## src/rtl/multi_cycle_control.sv

```systemverilog
// rtl/multi_cycle_control.sv - multi-cycle CPU control FSM with retirement counter
//
// Sequences a multi-cycle core through IDLE, FETCH, DECODE, EXEC, MEM, WB
// and HALT, and decodes the datapath strobes from the current state and
// the latched opcode.
//
// Ports:
//   clk, rst_n      rising-edge clock, asynchronous active-low reset
//   imem_rdata      fetched instruction, opcode in bits [2:0]
//   imem_ack        instruction memory ready (rdata valid same cycle)
//   dmem_ack        data memory access complete
//   alu_zero        ALU result is zero (branch condition)
//   imem_req        instruction fetch request
//   dmem_req        data memory request, dmem_we marks a store
//   ir_we, pc_we    instruction register / PC write enables
//   reg_we          register file write enable
//   pc_src          0 = PC+2, 1 = PC+imm (branch), 2 = PC+imm (jump)
//   alu_src_imm     1 = immediate ALU operand, 0 = register
//   wb_sel          0 = ALU, 1 = memory data, 2 = PC (link)
//   state           current state encoding
//   halted          core stopped
//   retire_cnt      retired instruction count, wraps at 16 bits

module multi_cycle_control (
    input  logic        clk,
    input  logic        rst_n,
    input  logic [15:0] imem_rdata,
    input  logic        imem_ack,
    input  logic        dmem_ack,
    input  logic        alu_zero,
    output logic        imem_req,
    output logic        dmem_req,
    output logic        dmem_we,
    output logic        ir_we,
    output logic        pc_we,
    output logic        reg_we,
    output logic [1:0]  pc_src,
    output logic        alu_src_imm,
    output logic [1:0]  wb_sel,
    output logic [2:0]  state,
    output logic        halted,
    output logic [15:0] retire_cnt
);

    typedef enum logic [2:0] {
        S_IDLE   = 3'd0,
        S_FETCH  = 3'd1,
        S_DECODE = 3'd2,
        S_EXEC   = 3'd3,
        S_MEM    = 3'd4,
        S_WB     = 3'd5,
        S_HALT   = 3'd6
    } state_t;

    localparam logic [2:0] OP_R   = 3'b000;
    localparam logic [2:0] OP_I   = 3'b001;
    localparam logic [2:0] OP_LW  = 3'b010;
    localparam logic [2:0] OP_SW  = 3'b011;
    localparam logic [2:0] OP_BEQ = 3'b100;
    localparam logic [2:0] OP_BNE = 3'b101;
    localparam logic [2:0] OP_J   = 3'b110;
    localparam logic [2:0] OP_JAL = 3'b111;

    localparam logic [1:0] PC_INC  = 2'd0;
    localparam logic [1:0] PC_BR   = 2'd1;
    localparam logic [1:0] PC_JMP  = 2'd2;

    localparam logic [1:0] WB_ALU  = 2'd0;
    localparam logic [1:0] WB_MEM  = 2'd1;
    localparam logic [1:0] WB_LINK = 2'd2;

    state_t      state_q;
    state_t      state_d;
    logic [2:0]  opcode_q;
    logic        halt_q;
    logic [15:0] retire_q;
    logic        fetch_done;
    logic        retire_inc;
    logic        br_taken;

    assign fetch_done = (state_q == S_FETCH) && imem_ack;

    // Branch condition: BEQ takes on zero, BNE on non-zero.
    assign br_taken = (opcode_q == OP_BEQ) ? alu_zero : !alu_zero;

    // An instruction retires whenever control returns to FETCH from one of
    // the completing states; DECODE never goes straight to FETCH.
    assign retire_inc = (state_d == S_FETCH) &&
                        ((state_q == S_EXEC) || (state_q == S_MEM) || (state_q == S_WB));

    always_ff @(posedge clk or negedge rst_n) begin
        if (!rst_n) begin
            state_q  <= S_IDLE;
            opcode_q <= 3'd0;
            halt_q   <= 1'b0;
            retire_q <= 16'd0;
        end else begin
            state_q <= state_d;
            if (fetch_done) begin
                opcode_q <= imem_rdata[2:0];
                halt_q   <= (imem_rdata == 16'h0000);
            end
            if (retire_inc) begin
                retire_q <= retire_q + 16'd1;
            end
        end
    end

    // Next state and output decode. Everything defaults to 0 so a state
    // only lists the strobes it actually raises.
    always_comb begin
        state_d     = state_q;
        imem_req    = 1'b0;
        dmem_req    = 1'b0;
        dmem_we     = 1'b0;
        ir_we       = 1'b0;
        pc_we       = 1'b0;
        reg_we      = 1'b0;
        pc_src      = PC_INC;
        alu_src_imm = 1'b0;
        wb_sel      = WB_ALU;

        case (state_q)
            S_IDLE: begin
                state_d = S_FETCH;
            end

            S_FETCH: begin
                imem_req = 1'b1;
                if (imem_ack) begin
                    ir_we   = 1'b1;
                    pc_we   = 1'b1;
                    pc_src  = PC_INC;
                    state_d = S_DECODE;
                end
            end

            S_DECODE: begin
                state_d = halt_q ? S_HALT : S_EXEC;
            end

            S_EXEC: begin
                case (opcode_q)
                    OP_R: begin
                        state_d = S_WB;
                    end
                    OP_I: begin
                        alu_src_imm = 1'b1;
                        state_d     = S_WB;
                    end
                    OP_LW, OP_SW: begin
                        alu_src_imm = 1'b1;
                        state_d     = S_MEM;
                    end
                    OP_BEQ, OP_BNE: begin
                        if (br_taken) begin
                            pc_we  = 1'b1;
                            pc_src = PC_BR;
                        end
                        state_d = S_FETCH;
                    end
                    OP_J: begin
                        pc_we   = 1'b1;
                        pc_src  = PC_JMP;
                        state_d = S_FETCH;
                    end
                    OP_JAL: begin
                        // The PC was already advanced in FETCH, so the link
                        // value written here is the return address.
                        pc_we   = 1'b1;
                        pc_src  = PC_JMP;
                        reg_we  = 1'b1;
                        wb_sel  = WB_LINK;
                        state_d = S_FETCH;
                    end
                    default: begin
                        state_d = S_FETCH;
                    end
                endcase
            end

            S_MEM: begin
                dmem_req = 1'b1;
                dmem_we  = (opcode_q == OP_SW);
                if (dmem_ack) begin
                    state_d = (opcode_q == OP_SW) ? S_FETCH : S_WB;
                end
            end

            S_WB: begin
                reg_we  = 1'b1;
                wb_sel  = (opcode_q == OP_LW) ? WB_MEM : WB_ALU;
                state_d = S_FETCH;
            end

            S_HALT: begin
                state_d = S_HALT;
            end

            // Unused encoding 7 recovers exactly like IDLE.
            default: begin
                state_d = S_FETCH;
            end
        endcase
    end

    assign state      = state_q;
    assign halted     = (state_q == S_HALT);
    assign retire_cnt = retire_q;

endmodule

```

## config.mk

```make
export PLATFORM = sky130hd
export DESIGN_NAME = multi_cycle_control
export DESIGN_NICKNAME = d
export VERILOG_FILES = /design/src/rtl/multi_cycle_control.sv
export SDC_FILE = /design/constraint.sdc
export NUM_CORES = 1
export LEC_CHECK = 0
export CAP_MARGIN = 20
export CORE_UTILIZATION = 45
export DETAILED_ROUTE_END_ITERATION = 12
export GPL_TIMING_DRIVEN = 0
export PLACE_DENSITY_LB_ADDON = 0.3
export SYNTH_ARGS = -nofsm -noshare
export SYNTH_HDL_FRONTEND = slang
export SYNTH_SLANG_ARGS = --single-unit
```

## constraint.sdc

```tcl
create_clock -name clk -period 3.8 [get_ports clk]
set_clock_uncertainty 0.15 [all_clocks]
set_input_delay 0.76 -clock clk [delete_from_list [all_inputs] [get_ports clk]]
set_output_delay 0.76 -clock clk [all_outputs]
set_load 0.01 [all_outputs]
```

## Word level (Yosys, flattened, before mapping)

Index checks and enable logic that the tools add are counted.

- Flip-flop bits (word level): 23
- Input bits: 21
- Output and inout bits: 31
- Word-level logic and storage cells: 57

- Reductions and logical operators: 13
- Add/sub/neg operators: 1
- Eq/ne operators: 14
- Multiplexer cells: 25

Operator list:

| cell | number |
|---|---|
| equality test 3 bit, second input constant | 7 |
| adder 16 x 1 -> 16 bit, second input constant | 1 |
| zero test 16 bit | 1 |
| one-hot mux 3 bit (5 select lines) | 1 |
| equality test 3 x 2 -> 1 bit, second input constant | 4 |
| two-way mux 1 bit | 12 |
| two-way mux 3 bit | 4 |
| equality test 3 x 1 -> 1 bit, second input constant | 3 |
| one-hot mux 3 bit (3 select lines) | 1 |
| one-hot mux 2 bit (2 select lines) | 2 |
| OR reduction 2 bit | 4 |
| one-hot mux 1 bit (2 select lines) | 3 |
| two-way mux 2 bit | 2 |
| OR reduction 4 bit | 1 |
| zero test 3 bit | 1 |
| OR reduction 3 bit | 1 |
| logical AND 1 bit | 2 |
| logical OR 1 bit | 2 |
| zero test 1 bit | 1 |

## Longest topological paths before layout

Gate-level depths: netlist of the first run.

- Depth after elaboration: 6
- Mapped depth: 6
- Gate-level depth less buffers: 5

## Worst setup path after synthesis of the first run

Ideal clock, no wire load.

- Kind: input -> output
- From: input alu_zero
- To: output pc_we
- Cell stages on the path: 3
- Path buffers: 0
- Required time: 2.890 ns
- Arrival: 1.245 ns
- Setup slack: 1.645 ns
- Cell sequence: xor2_1 nor2_1 o21ai_0

- Longest elaborated chain between the ends: 5

Ends and longest elaborated chain:

| item | line | RTL |
|---|---|---|
| from (decl) | 30 | `input logic alu_zero,` |
| zero test 1 bit | 84 | `assign br_taken = (opcode_q == OP_BEQ) ? alu_zero : !alu_zero;` |
| two-way mux 1 bit * | 84 |  |
| two-way mux 1 bit * | 156 | `if (br_taken) begin` |
| one-hot mux 1 bit (2 select lines) * | 143 | `case (opcode_q)` |
| one-hot mux 1 bit (2 select lines) * | 123 | `case (state_q)` |
| to (decl) | 35 | `output logic pc_we,` |

Mark *: on every way between the ends. The rest lies on a longest branch, timed or not.

## Final worst setup path of the first run

- From: input imem_ack
- To: output ir_we

- Longest elaborated chain between the ends: 2

Ends and longest elaborated chain:

| item | line | RTL |
|---|---|---|
| from (decl) | 28 | `input logic imem_ack,` |
| two-way mux 1 bit | 130 | `if (imem_ack) begin` |
| two-way mux 1 bit | 123 |  |
| to (decl) | 34 | `output logic ir_we,` |

No other way between the ends.

==> impl_results.rst, run 1 <==
.. list-table::
   :header-rows: 1

   * - Metric
     - Value
   * - Post-layout min period
     - 3203 ps
   * - Largest net degree at the start of global routing
     - 24
   * - Mean cell area of the mapped netlist
     - 10.20 sq um
   * - Vias in the first global route
     - 1,160
   * - Detailed Route Iter0 Violations
     - 29
   * - Highest attainable clock frequency
     - 312.2 MHz
   * - Clock-pin transition on the worst setup and hold timing paths
     - 130 ps
   * - WP data arrival
     - 2290 ps
   * - Top-level I/O count
     - 52
   * - Mean number of vias per cell
     - 5.385
   * - Final global-route overflow total
     - 0
   * - HPWL after detailed placement
     - 2.192 mm
   * - CP startpoint kind
     - input port
   * - Post-synthesis compound-gate area fraction
     - 0.06913
   * - EDFF count, synth
     - 0
   * - Pwr/cell area
     - 563.7 nW/um^2
   * - CTS sink cnt
     - 23
   * - Final clock period utilization by the worst path
     - 0.8430
   * - Sequential share of the synthesized area
     - 0.4479
   * - Post-CTS setup buffers
     - 0
   * - Top FF cell, synth
     - sky130_fd_sc_hd__dfrtp_1
   * - Horizontal extent of the die
     - 55.44 um
   * - Number of synthesized register bits
     - 23
   * - Post-detailed-route count of antenna-violating nets
     - 0
   * - Hold bufs inserted after CTS
     - 0
   * - Critical path data required time
     - 2890 ps
   * - Area share of the leading cell type in the synthesized netlist
     - 0.4479
   * - Number of different library cells in the post-synthesis netlist
     - 35
   * - Number of remaining DRC errors
     - 0
   * - Starting Density
     - 0.4700
   * - First-pass GRT wire length
     - 5.133 mm
   * - Min setup slack post-route
     - 596.7 ps
   * - Count of final max-slew check failures
     - 0
   * - Number of instances in the synthesized netlist
     - 126
   * - Leading post-synthesis cells by cell area
     - sky130_fd_sc_hd__dfrtp_1 45%, sky130_fd_sc_hd__xor2_1 9.5%, sky130_fd_sc_hd__nor3_2 4.7%
   * - Static Leak
     - 0.7195 nW
   * - Placed Area
     - 1834 sq um
   * - Die Height
     - 55.44 um
   * - Syn. warnings
     - 0
   * - Cell area after synthesis
     - 1285 sq um
   * - Main combinational cell family by area after synthesis
     - simple AND/OR/NAND/NOR gates
   * - Outcome
     - completed
   * - Clk buf depth
     - 2
   * - Mux cell area share after synthesis
     - 0.008763
   * - Ys async rst share
     - 1.000
   * - Pre-CTS setup slack
     - 603.9 ps
   * - Final-report hold violation count
     - 0
   * - Worst Hold Class
     - reg2reg
   * - Routed met2 length
     - 1.406 mm
   * - Highest layer used for signal routing
     - met4
   * - Root buffer cell
     - sky130_fd_sc_hd__clkbuf_4
   * - Setup TNS
     - 0 ps
   * - Category of the critical setup timing path
     - in2out
   * - N_diodes
     - 0
   * - Overall die area
     - 3073 sq um
   * - # rows
     - 19
   * - Core Region
     - 2734 sq um
   * - Final number of setup-violating endpoints
     - 0
   * - Xor and xnor area share after synthesis
     - 0.1091
   * - DRT Wirelength
     - 2.864 mm
   * - Number of buffers inserted by port buffering
     - 51
   * - Number of CTS-inserted buffers
     - 3
   * - Post-layout utilization of the core
     - 0.6851
   * - Worst-Skew Late Latency
     - 320 ps
   * - Largest area contributor in the synthesized netlist
     - sky130_fd_sc_hd__dfrtp_1
   * - Total Routing Usage GR
     - 0.2142
   * - Via count of the routed design
     - 1,147
   * - Net count of the mapped netlist
     - 148
   * - Final weighted congestion in routability-driven placement
     - 0.8686
   * - Unrepaired setup endpoints after global routing
     - false
   * - Max-cap violation count
     - 0
   * - DRT Pass-1 Iters
     - 4
   * - # H-tree levels
     - 1
   * - Post-synthesis share of cell area spent on and, or, nand and nor gates
     - 0.3213
   * - Post_cts resized
     - 0
   * - Area grow syn2layout
     - 45.76%
   * - Share of layout cells above drive strength 1
     - 0.1209
   * - Critical path fanouts, max
     - 7
   * - Relative slew slack
     - 0.7080
   * - VDD IR-drop max
     - 0.3846 mV
   * - Nets@finish
     - 205
   * - Adder and majority cell fraction of the synthesized area
     - 0.009737
   * - Routed length on met1
     - 1.265 mm
   * - Slew at the pin closest to its max-slew limit
     - 436.8 ps
   * - Worst setup EP type
     - output pin
   * - Routed length per instance
     - 13.45 um
   * - Finished Cell Area
     - 1873 sq um
   * - Met3 routed wirelength
     - 137 um
   * - CTS tree
     - done
   * - Number of antenna violations at the first check in global routing
     - 0
final timing paths:
kind                                     start  slack, ps  cells after the start             end
worst max register to register        state[1]       1900                      5   retire_cnt[1]
worst min register to register  retire_cnt[15]        330                      1  retire_cnt[15]
max in group asynchronous                rst_n       2460                      2     opcode_q[2]
min in group asynchronous                rst_n        570                      1   retire_cnt[8]
worst min-delay path            retire_cnt[15]        330                      1  retire_cnt[15]
worst max-delay path                  imem_ack        600                      5           ir_we
Yosys cell counts, types with 2 or more instances:
master and count:
sky130_fd_sc_hd__nor3b_1 2, sky130_fd_sc_hd__nor3_1 2, sky130_fd_sc_hd__xnor2_1 2, sky130_fd_sc_hd__nor4_1 5, sky130_fd_sc_hd__nand2b_1 3, sky130_fd_sc_hd__o21ai_0 7
sky130_fd_sc_hd__xor2_1 14, sky130_fd_sc_hd__nor3_2 6, sky130_fd_sc_hd__nor2_1 8, sky130_fd_sc_hd__nand2_1 16, sky130_fd_sc_hd__nor4b_2 3, sky130_fd_sc_hd__nand4_1 4
sky130_fd_sc_hd__buf_2 2, sky130_fd_sc_hd__and4_1 2, sky130_fd_sc_hd__inv_1 5, sky130_fd_sc_hd__nand3b_1 3, sky130_fd_sc_hd__nand3_1 2, sky130_fd_sc_hd__dfrtp_1 23
per-layer routing:
metal  up-vias  global-route usage
met5         -                   0
met4         0             0.08571
met3         4             0.05152
met2        36              0.3460
met1       553              0.2768
li1        554                   -
area by class of cell:
| class | count | area, sq um |
|---|---|---|
| Fill cell | 227 | 860.8 |
| Clock inverter | 1 | 5.005 |
| Sequential cell | 23 | 575.6 |
| Buffer | 4 | 25.02 |
| Tap cell | 31 | 38.79 |
| Timing Repair Buffer | 52 | 521.8 |
| Multi-Input combinational cell | 94 | 665.6 |
| Clock buffer | 3 | 22.52 |
| Inverter | 5 | 18.77 |
cells in the final DEF, fill, tap and decap left out, types with 2 or more instances in the layout:
master                            count
sky130_fd_sc_hd__clkbuf_4             3
sky130_fd_sc_hd__nand4_1              4
sky130_fd_sc_hd__nand3b_1             3
sky130_fd_sc_hd__nand2b_1             3
sky130_fd_sc_hd__nand3_1              2
sky130_fd_sc_hd__nor3_1               2
sky130_fd_sc_hd__xnor2_1              2
sky130_fd_sc_hd__nor4b_2              3
sky130_fd_sc_hd__dfrtp_1             23
sky130_fd_sc_hd__and4_1               2
sky130_fd_sc_hd__inv_1                5
sky130_fd_sc_hd__buf_2                2
sky130_fd_sc_hd__nand2_1             16
sky130_fd_sc_hd__xor2_1              14
sky130_fd_sc_hd__nor2_1               8
sky130_fd_sc_hd__clkdlybuf4s50_1     51
sky130_fd_sc_hd__nor3b_1              2
sky130_fd_sc_hd__o21ai_0              7
sky130_fd_sc_hd__nor4_1               5
sky130_fd_sc_hd__buf_6                2
sky130_fd_sc_hd__nor3_2               6
cell families after synthesis:
logic type / after synthesis
mux: 1
simple gates: 64
buf+inv: 9
compound gates: 12
xor+xnor: 16
fa+ha+maj: 1
flops: 23
flip-flops by register name, indices dropped and copies added (netlist names):
name and count:
retire_cnt 16, opcode_q 3, state 3, halt_q 1
per-stage QoR:
| step | total power [W] | hold slack (ps) | cells |
|---|---|---|---|
| final | 0.001056 | 326.7 | 213 |
| after detailed placement | 0.0009435 | 316.4 | 208 |
| after CTS | 0.001065 | 336.0 | 212 |
| after global placement | 0.0009278 | 305.9 | 208 |
| after floorplan | 0.0006965 | 314.4 | 126 |
| after global routing | 0.001144 | 348.0 | 213 |
critical path: stages:
cell                              delay (ps)
sky130_fd_sc_hd__clkdlybuf4s50_1         450
sky130_fd_sc_hd__nor2b_1                 170
sky130_fd_sc_hd__nand2b_1                190
sky130_fd_sc_hd__inv_1                   170
sky130_fd_sc_hd__clkdlybuf4s50_1         560
where the power goes:
part           leakage (nW)  total, W  internal [W]  switching, W
combinational         0.437  0.000550      0.000279      0.000271
clock                0.0177  0.000116     0.0000395     0.0000760
sequential            0.264  0.000390      0.000307     0.0000833
(Power assumes the default switching activity.)
==> run 2: changes to the inputs <==
--- a/config.mk
+++ b/config.mk
@@ -6,7 +6,7 @@
 export NUM_CORES = 1
 export LEC_CHECK = 0
 export CAP_MARGIN = 20
-export CORE_UTILIZATION = 45
+export CORE_UTILIZATION = 38
 export DETAILED_ROUTE_END_ITERATION = 12
 export GPL_TIMING_DRIVEN = 0
 export PLACE_DENSITY_LB_ADDON = 0.3
==> constraint.sdc (replaced) <==
create_clock -name clk -period 2.93 [get_ports clk]
set_clock_uncertainty 0.15 [all_clocks]
set_input_delay 0.586 -clock clk [delete_from_list [all_inputs] [get_ports clk]]
set_output_delay 0.586 -clock clk [all_outputs]
set_load 0.01 [all_outputs]
==> run 2 against run 1 <==
  * First-iteration DRC count grew to 2.6 times the previous value
  * Combinational power grew 32%
  * Sequential cell count is the same
  * Global-route usage shrank 3.7 points
  * Setup slack lost 490 ps
  * Via count shrank 0.87%
  * Core utilization shrank 8.1 points
  * Sequential share of layout area shrank 0.28 points
  * Non-clock buffer count is the same
  * Cell count grew 6.1%
  * Highest routed layer unchanged
  * Largest power group unchanged
  * Power grew 30%
  * Critical path type unchanged
==> impl_results.rst, run 2 (synthesis gave the netlist of run 1 again) <==
.. list-table::
   :header-rows: 1

   * - Metric
     - Value
   * - Top-level I/O count
     - 52 (unchanged)
   * - First-pass GRT wire length
     - 4.878 mm (-5.0%)
   * - Number of antenna violations at the first check in global routing
     - 0 (unchanged)
   * - Hold bufs inserted after CTS
     - 0 (unchanged)
   * - Max-cap violation count
     - 0 (unchanged)
   * - CTS tree
     - done
   * - Finished Cell Area
     - 1891 sq um (+0.93%)
   * - Final number of setup-violating endpoints
     - 0 (unchanged)
   * - Number of buffers inserted by port buffering
     - 51 (unchanged)
   * - Outcome
     - completed
   * - Final clock period utilization by the worst path
     - 0.9646
   * - Commonest non-fill, non-tap cells in the layout
     - 51 x sky130_fd_sc_hd__clkdlybuf4s50_1, 23 x sky130_fd_sc_hd__dfrtp_1, 16 x sky130_fd_sc_hd__nand2_1, 14 x sky130_fd_sc_hd__xor2_1, 8 x sky130_fd_sc_hd__nor2_1
   * - Number of remaining DRC errors
     - 0 (unchanged)
   * - Die Height
     - 60.15 um (+8.5%)
   * - Via count of the routed design
     - 1,137 (-0.87%)
   * - Relative slew slack
     - 0.6932 (-0.01477)
   * - Worst Hold Class
     - reg2reg
   * - Total Routing Usage GR
     - 0.1769 (-0.03732)
   * - Critical path fanouts, max
     - 7 (unchanged)
   * - Root buffer cell
     - sky130_fd_sc_hd__clkbuf_4
   * - Core Region
     - 3128 sq um (+14%)
   * - N_diodes
     - 0 (unchanged)
   * - Pwr/cell area
     - 726.6 nW/um^2 (+29%)
   * - Routed length per instance
     - 13.44 um (about the same)
   * - Slew at the pin closest to its max-slew limit
     - 458.9 ps (+22.09 ps)
   * - DRT Wirelength
     - 3.037 mm (+6.0%)
   * - Starting Density
     - 0.4108 (-0.05922)
   * - Critical path data required time
     - 2190 ps (-700 ps)
   * - Post-detailed-route count of antenna-violating nets
     - 0 (unchanged)
   * - CP startpoint kind
     - input port
   * - Final-report hold violation count
     - 0 (unchanged)
   * - CTS sink cnt
     - 23 (unchanged)
   * - Static Leak
     - 0.7151 nW (-0.60%)
   * - Area grow syn2layout
     - 47.13%
   * - Final weighted congestion in routability-driven placement
     - 0.8135 (-6.3%)
   * - Detailed Route Iter0 Violations
     - 74 (+160%)
   * - # H-tree levels
     - 1 (unchanged)
   * - Post-layout min period
     - 2826 ps
   * - Clock-pin transition on the worst setup and hold timing paths
     - 120 ps (about the same)
   * - Worst-Skew Late Latency
     - 300 ps (-20 ps)
   * - Final global-route overflow total
     - 0 (unchanged)
   * - VDD IR-drop max
     - 0.4251 mV (+11%)
   * - Count of final max-slew check failures
     - 0 (unchanged)
   * - Most common cell after layout, fill and taps aside
     - sky130_fd_sc_hd__clkdlybuf4s50_1
   * - Worst setup EP type
     - output pin
   * - WP data arrival
     - 2090 ps (-200 ps)
   * - # rows
     - 20 (+1)
   * - Largest net degree at the start of global routing
     - 24 (unchanged)
   * - Min setup slack post-route
     - 103.6 ps (-493.1 ps)
   * - Flip-flop count of the largest register after layout
     - 16 (unchanged)
   * - Category of the critical setup timing path
     - in2out
   * - Vias in the first global route
     - 1,140 (-1.7%)
   * - Overall die area
     - 3618 sq um (+18%)
   * - Share of layout cells above drive strength 1
     - 0.1264 (+0.005495)
   * - DRT Pass-1 Iters
     - 4 (unchanged)
   * - Number of CTS-inserted buffers
     - 3 (unchanged)
   * - Pre-CTS setup slack
     - 80.86 ps (-523.0 ps)
   * - Placed Area
     - 1851 sq um (+0.89%)
   * - Nets@finish
     - 205 (unchanged)
   * - Clk buf depth
     - 2 (unchanged)
   * - HPWL after detailed placement
     - 2.299 mm (+4.9%)
   * - Mean number of vias per cell
     - 5.031 (-6.6%)
   * - Setup TNS
     - 0 ps (unchanged)
   * - Highest attainable clock frequency
     - 353.8 MHz
   * - Horizontal extent of the die
     - 60.15 um (+8.5%)
-- run 2: changes by cell type in the layout (fill, tap and decap cells not counted), sizes merged --
cell	previous run	this run
clkbuf	4	5
clkinv	1	0
-- run 2: final timing paths --
| kind | startpoint | endpoint | slack [ps] | cells after the start |
|---|---|---|---|---|
| worst max register to register | state[1] | retire_cnt[1] | 1040 | 5 |
| min in group asynchronous | rst_n | retire_cnt[7] | 380 | 1 |
| max in group asynchronous | rst_n | retire_cnt[12] | 1800 | 2 |
| worst max-delay path | imem_ack | pc_we | 100 | 5 |
| worst min register to register | retire_cnt[15] | retire_cnt[15] | 330 | 1 |
| worst min-delay path | retire_cnt[15] | retire_cnt[15] | 330 | 1 |
-- run 2: cell type report --
class,count,area (sq um)
fill,282,1237
multi-input combinational,94,668.1
sequential,23,575.6
timing repair buffer,52,521.8
tap,44,55.05
clock buffer,4,26.28
buffer,4,25.02
inverter,5,18.77
-- run 2: worst max-delay path: stages --
cell and delay (ps):
sky130_fd_sc_hd__clkdlybuf4s50_1 460, sky130_fd_sc_hd__nor2b_1 210, sky130_fd_sc_hd__nand2b_2 150, sky130_fd_sc_hd__o21ai_0 110
sky130_fd_sc_hd__clkdlybuf4s50_1 570
-- run 2: through the flow --
stage / total power [W] / cells / hold WS, ps / util
after floorplan: 0.0009033 / 126 / 140.4 / -
final: 0.001374 / 226 / 333.6 / 0.6044
after global routing: 0.001482 / 226 / 360.6 / 0.6044
after CTS: 0.001379 / 225 / 341.2 / 0.6000
after detailed placement: 0.001230 / 221 / 323.7 / 0.5916
after global placement: 0.001204 / 221 / 306.6 / 0.5916
-- run 2: where the power goes --
group	total [W]	internal (W)	switching (W)
logic	0.000726	0.000366	0.000361
registers	0.000504	0.000398	0.000106
clock network	0.000144	0.0000530	0.0000906
-- run 2: timing repair --
item	CTS	global route
gates resized for setup	0	2
setup buffers	0	0
endpoints found under the setup margin	0	2
-- run 2: metal layers --
layer / wire [um] / GRT usage / part of all wire
met3: 106 / 0.02165 / 0.035
met5: 0 / 0 / 0
met4: 15 / 0.03987 / 0.0049
met2: 1694 / 0.3359 / 0.56
met1: 1219 / 0.2079 / 0.40
